===== config.mk =====
export PLATFORM = sky130hd
export DESIGN_NAME = cr_channel_allocator
export DESIGN_NICKNAME = d
export VERILOG_FILES = /design/src/rtl/cr_channel_allocator.sv
export SDC_FILE = /design/constraint.sdc
export NUM_CORES = 1
export LEC_CHECK = 0
export ABC_AREA = 1
export ABC_CLOCK_PERIOD_IN_PS = 5500
export BUFFER_PORTS_ARGS = -buffer_cell sky130_fd_sc_hd__buf_4
export CAP_MARGIN = 20
export CORE_MARGIN = 2
export CORE_UTILIZATION = 50
export CTS_CLUSTER_SIZE = 10
export DETAILED_ROUTE_END_ITERATION = 6
export PLACE_DENSITY_LB_ADDON = 0.25
export SLEW_MARGIN = 20
export SYNTH_ARGS = -nofsm -noshare
export SYNTH_HDL_FRONTEND = slang
export SYNTH_SLANG_ARGS = --single-unit

===== constraint.sdc =====
create_clock -name clk -period 5.5 [get_ports clk]
set_clock_uncertainty 0.1 [all_clocks]
set_input_delay 0.275 -clock clk [delete_from_list [all_inputs] [get_ports clk]]
set_output_delay 0.275 -clock clk [all_outputs]
set_load 0.05 [all_outputs]

===== src/rtl/cr_channel_allocator.sv =====
// +----------------------------------------------------------------------------+
// | cr_channel_allocator: per-channel primary-user sensing FSMs with a        |
// | single round-robin grant per cycle to unlicensed users.   Rev 1.0         |
// +----------------------------------------------------------------------------+
`default_nettype none

module cr_channel_allocator #(
  parameter int DATA_W    = 32,
  parameter int N_CH      = 3,
  parameter int N_SU      = 6,
  parameter int IDLE_HOLD = 4
) (
  input  logic                                             clk,
  input  logic                                             rst,
  input  logic [N_CH-1:0]                                  pu_active,
  input  logic [N_CH*DATA_W-1:0]                           pu_data,
  input  logic [N_SU-1:0]                                  su_req,
  input  logic [N_SU*DATA_W-1:0]                           su_data,
  output logic [N_CH*DATA_W-1:0]                           ch_data,
  output logic [N_CH*((N_SU > 1) ? $clog2(N_SU) : 1)-1:0]  ch_owner,
  output logic [N_CH-1:0]                                  ch_assigned,
  output logic [N_SU-1:0]                                  su_grant,
  output logic [N_SU-1:0]                                  su_evict
);

  localparam int         SU_IDW    = (N_SU > 1) ? $clog2(N_SU) : 1;
  localparam logic [7:0] HOLD_LAST = 8'(IDLE_HOLD - 1);

  typedef enum logic [1:0] {
    ST_BUSY_PU  = 2'd0,
    ST_SENSE    = 2'd1,
    ST_FREE     = 2'd2,
    ST_ASSIGNED = 2'd3
  } ch_state_t;

  ch_state_t             state_q [N_CH];
  ch_state_t             state_d [N_CH];
  logic [7:0]            cnt_q   [N_CH];
  logic [7:0]            cnt_d   [N_CH];
  logic [SU_IDW-1:0]     owner_q [N_CH];
  logic [SU_IDW-1:0]     owner_d [N_CH];
  logic [SU_IDW-1:0]     rr_q, rr_d;
  logic [N_SU-1:0]       su_grant_q, su_grant_d;
  logic [N_SU-1:0]       su_evict_q, su_evict_d;
  logic [N_CH*DATA_W-1:0] ch_data_q, ch_data_d;

  logic [N_SU-1:0]       pending;
  logic [N_CH-1:0]       free_vec;
  logic [N_CH-1:0]       gnt_oh;
  logic [SU_IDW-1:0]     gnt_su;
  logic [SU_IDW-1:0]     cand_idx;
  logic                  su_found;
  logic                  gnt_fire;
  int                    cand;

  // Channel pick: lowest FREE channel whose licensed user stays away this edge.
  always_comb begin
    pending  = su_req & ~su_grant_q;
    free_vec = '0;
    for (int i = 0; i < N_CH; i++) begin
      free_vec[i] = (state_q[i] == ST_FREE) && !pu_active[i];
    end
    gnt_oh = free_vec & (~free_vec + N_CH'(1));

    su_found = 1'b0;
    gnt_su   = '0;
    cand     = 0;
    cand_idx = '0;
    for (int k = 0; k < N_SU; k++) begin
      cand = int'(rr_q) + k;
      if (cand >= N_SU) cand = cand - N_SU;
      cand_idx = SU_IDW'(cand);
      if (!su_found && pending[cand_idx]) begin
        su_found = 1'b1;
        gnt_su   = cand_idx;
      end
    end
    gnt_fire = su_found && (|gnt_oh);
  end

  always_comb begin
    su_grant_d = su_grant_q;
    su_evict_d = '0;
    rr_d       = rr_q;
    ch_data_d  = '0;
    for (int i = 0; i < N_CH; i++) begin
      state_d[i] = state_q[i];
      cnt_d[i]   = cnt_q[i];
      owner_d[i] = owner_q[i];

      // A returning licensed user wins over every other event on the channel.
      if (pu_active[i]) begin
        state_d[i] = ST_BUSY_PU;
        if (state_q[i] == ST_ASSIGNED) begin
          su_evict_d[owner_q[i]] = 1'b1;
          su_grant_d[owner_q[i]] = 1'b0;
        end
      end else begin
        case (state_q[i])
          ST_BUSY_PU: begin
            state_d[i] = ST_SENSE;
            cnt_d[i]   = '0;
          end
          ST_SENSE: begin
            if (cnt_q[i] == HOLD_LAST) state_d[i] = ST_FREE;
            else                       cnt_d[i]   = cnt_q[i] + 8'd1;
          end
          ST_FREE: begin
            if (gnt_fire && gnt_oh[i]) begin
              state_d[i]         = ST_ASSIGNED;
              owner_d[i]         = gnt_su;
              su_grant_d[gnt_su] = 1'b1;
            end
          end
          ST_ASSIGNED: begin
            if (!su_req[owner_q[i]]) begin
              state_d[i]             = ST_FREE;
              su_grant_d[owner_q[i]] = 1'b0;
            end
          end
          default: state_d[i] = ST_SENSE;
        endcase
      end

      if (pu_active[i])
        ch_data_d[i*DATA_W +: DATA_W] = pu_data[i*DATA_W +: DATA_W];
      else if (state_d[i] == ST_ASSIGNED)
        ch_data_d[i*DATA_W +: DATA_W] = su_data[owner_d[i]*DATA_W +: DATA_W];
    end

    if (gnt_fire) begin
      if (gnt_su == SU_IDW'(N_SU - 1)) rr_d = '0;
      else                             rr_d = gnt_su + SU_IDW'(1);
    end
  end

  always_ff @(posedge clk or posedge rst) begin
    if (rst) begin
      for (int i = 0; i < N_CH; i++) begin
        state_q[i] <= ST_SENSE;
        cnt_q[i]   <= '0;
        owner_q[i] <= '0;
      end
      rr_q       <= '0;
      su_grant_q <= '0;
      su_evict_q <= '0;
      ch_data_q  <= '0;
    end else begin
      for (int i = 0; i < N_CH; i++) begin
        state_q[i] <= state_d[i];
        cnt_q[i]   <= cnt_d[i];
        owner_q[i] <= owner_d[i];
      end
      rr_q       <= rr_d;
      su_grant_q <= su_grant_d;
      su_evict_q <= su_evict_d;
      ch_data_q  <= ch_data_d;
    end
  end

  generate
    for (genvar i = 0; i < N_CH; i++) begin : g_ch_out
      assign ch_assigned[i]               = (state_q[i] == ST_ASSIGNED);
      assign ch_owner[i*SU_IDW +: SU_IDW] = owner_q[i];
    end
  endgenerate

  assign ch_data  = ch_data_q;
  assign su_grant = su_grant_q;
  assign su_evict = su_evict_q;

endmodule

`default_nettype wire

==> summary.txt <==
Die
  • Die Y-Extent: 169 um
  • Total die area: 28400 um2
  • IO Pins: between 400 and 500
  • Initial Util: 0.505
  • CORE AREA: 26800 um2
  • Num rows: 60
  • Die width: ~170 um

STA
  • Final Setup Violations: 0
  • Slew Viols, Final: 0
  • Crit path time final: 4.60 ns
  • RSZ-0062 raised after global routing: no
  • Endpoints failing hold: 0
  • Final period util: 0.837
  • Total negative setup slack: 0 ns
  • Maximum clock rate: between 0.2 and 0.25 GHz
  • Slew margin rel.: 0.227
  • Worst-Margin Slew: 1.16 ns

Layout
  • Layout area overhead: 34.4%
  • Layout cells sized above 1: 0.196
  • Post-layout nets: just over 3000
  • Most common cell after layout, fill and taps aside: nand2_1
  • Most frequent cells in the layout: 769 x nand2_1, 503 x nand3_1, 437 x buf_4, 291 x inv_1, 147 x dfrtp_1
  • Finished layout cell area: 18200 um2

Synthesis
  • Post-synth top area share: 0.272
  • Post-synthesis cell type count: 49
  • Syn_nets: 2603
  • Sequential fraction of the synthesis area: 0.278
  • Predominant post-synthesis flop cell: dfrtp_1
  • Ranking of synthesized cells by area: dfrtp_1 27%, nand2_1 21%, nand3_1 19%
  • Mapped Cells: 2293
  • Post-Syn Area per Cell: 5.90 um2
  • Post-synth EDFFs: 0
  • Top cell type by total area after synthesis: dfrtp_1
  • Mapped Area: roughly 14000 um2
  • Yosys reg bits: 150
  • Yosys warns: 0
  • Post-synth ARST share: 1.00

Placed design
  • PortBufs: 418
  • Placed inst area: between 15000 and 20000 um2
  • GP Congestion: 0.998
  • DPL Wire Length: 39800 um

Clock tree
  • Post-CTS Repair Setup Buffers: 0
  • CTS tree: yes
  • Clk slew on worst S/H paths: 0.07 ns
  • H-tree levels: 4
  • TritonCTS buffer count: 17
  • Clk Latency, worst-skew pair: 0.43 ns
  • Root Driver: clkbuf_16
  • Clk sinks: 150
  • Post-cts sizing count: 0
  • Clock Path Buffers: 2

Route
  • Pre-antenna DRT Iters: 6
  • Post-DRT Antenna Nets: 0
  • Final WL: 59400 um
  • Drt drc: 0
  • Via density: 5.90
  • DR WL/cell: 19.4 um
  • Vias: around 18000
  • DR iter-0 viols: 2294

GRT
  • Largest net degree at the start of global routing: 110
  • First-pass GRT wire length: 91400 um
  • Number of global-route vias before repair: 17400
  • Initial antenna violation count: 1
  • Total gr overflow: 0
  • Total track usage: 0.407

Worst setup path
  • Max FO, Critical Path: 73
  • Worst Setup End Kind: flop
  • Critical Path RT: 5.72 ns
  • Worst EP arrival: 4.82 ns
  • Startpoint types: flop
  • WS Path Type: flop to flop

Min path
  • Tightest Hold Check Type: input port to flop

Power and ir drop
  • Max VDD drop: roughly 360 uV
  • P per Cell Area: roughly 470 nW/um2
  • Leak Pwr: ~10 nW

Run
  • Total of max-cap violations: 0

Run status
  • Outcome: complete, no violations
-- routing by layer --
layer  part of all wire  wire length [um]  up-vias  track usage
met2               0.45             26600     1398        0.655
met4              0.065              3850        0        0.232
met1               0.36             21600     8203        0.505
li1                   -                 -     8213            -
met3               0.12              7320      286       0.0910
met5                  0                 0        -            0
-- per-stage QoR --
step | std cells | hold slack (ns) | power, mW | utilization | worst slack, ns
global placement | 2939 | 0.350 | 6.97 | 0.621 | 1.15
finish | 3069 | 0.0271 | 8.55 | 0.679 | 0.898
CTS | 3065 | 0.00773 | 8.32 | 0.677 | 1.07
global route | 3068 | 0.0206 | 9.06 | 0.679 | 0.610
floorplan | 2293 | 0.250 | 5.57 | - | 1.09
detailed placement | 2940 | 0.361 | 7.08 | 0.621 | 1.09
-- timing repair --
action / 4_1_cts / 5_1_grt
endpoints found under the hold margin: 93 / 58
setup endpoints to repair: 0 / 0
hold buffers: 93 / 1
-- path summary, 6_finish.rpt --
path | startpoint | endpoint | slack (ns) | cells after the start
worst max register to register | rr_q[0] | ch_data[71] | 0.90 | 23
max in group asynchronous | rst | ch_data[58] | 3.70 | 4
worst max-delay path | rr_q[0] | ch_data[71] | 0.90 | 23
worst min register to register | cnt_q[15] | cnt_q[15] | 0.37 | 1
min in group asynchronous | rst | ch_data[4] | 0.44 | 3
worst min-delay path | pu_data[32] | ch_data[32] | 0.03 | 3
-- cell usage after synthesis, types with 2 or more instances --
cell type / instances
a2111oi_0: 2
a21boi_0: 3
a21boi_2: 2
a21oi_1: 44
a21oi_2: 2
a31oi_1: 4
and3_1: 2
buf_1: 7
buf_2: 47
buf_4: 27
buf_6: 13
clkbuf_1: 41
clkinv_1: 2
dfrtp_1: 147
dfstp_2: 3
ha_1: 11
inv_1: 292
inv_2: 11
nand2_1: 770
nand2_2: 10
nand2_4: 4
nand3_1: 503
nand3_2: 8
nand4_1: 11
nor2_1: 82
nor2_2: 5
nor2_4: 2
nor3_1: 24
nor3b_1: 6
nor4_1: 6
o211ai_1: 28
o21ai_0: 118
o21ai_1: 34
o21ai_2: 3
o22ai_1: 2
o31ai_1: 3
or2_2: 2
-- flip-flops by register name (all words and copies together) (netlist names) --
register	cells
rr_q	3
ch_data	96
su_evict	6
ch_owner	9
su_grant	6
cnt_q	24
state_q	6
-- area by class of cell --
| cell class | count | area (um2) |
|---|---|---|
| Tap cell | 341 | 427 |
| Fill cell | 2342 | 8610 |
| Sequential cell | 150 | 3760 |
| Clock buffer | 20 | 457 |
| Timing Repair Buffer | 537 | 4350 |
| Inverter | 305 | 1150 |
| Multi-Input combinational cell | 1702 | 7940 |
| Antenna cell | 2 | 5.00 |
| Clock inverter | 12 | 108 |
-- power breakdown --
group / switching [mW] / leakage, nW / internal (mW) / total (mW)
clock network: 0.559 / 0.278 / 0.620 / 1.18
registers: 0.174 / 1.94 / 1.26 / 1.43
logic: 4.22 / 7.67 / 1.72 / 5.94
-- cell families (layout without fill, tap and decap cells) --
| logic type | count (synthesis) | after routing | share of synthesized area |
|---|---|---|---|
| and+or+nand+nor | 1438 | 1438 | 0.465 |
| buffers and inverters | 441 | 874 | 0.141 |
| AOI/OAI and AO/OA | 253 | 253 | 0.106 |
| DFF | 150 | 150 | 0.278 |
| adders and majority gates | 11 | 11 | 0.0102 |
| other | 0 | 2 | 0 |
-- worst max-delay path: stages, from the launching register on --
cell      delay, ns
dfrtp_1        0.57
inv_2          0.19
ha_1           0.44
inv_1          0.15
nand3_1        0.11
nand2_1        0.07
nand2_1        0.05
nand2_1        0.11
nor2_1         0.06
nand2_1        0.12
nand3_2        0.12
nor2_4         0.13
nand2_1        0.08
nor2_1         0.13
nand3_2        0.12
nand2_2        0.22
nand2_2        0.09
nand2_4        0.61
buf_4          0.38
nand2_1        0.09
o211ai_1       0.10
nand3_1        0.09
nand2_1        0.18
nand2_1        0.07
No activity file was read; power rests on OpenSTA's default activity.
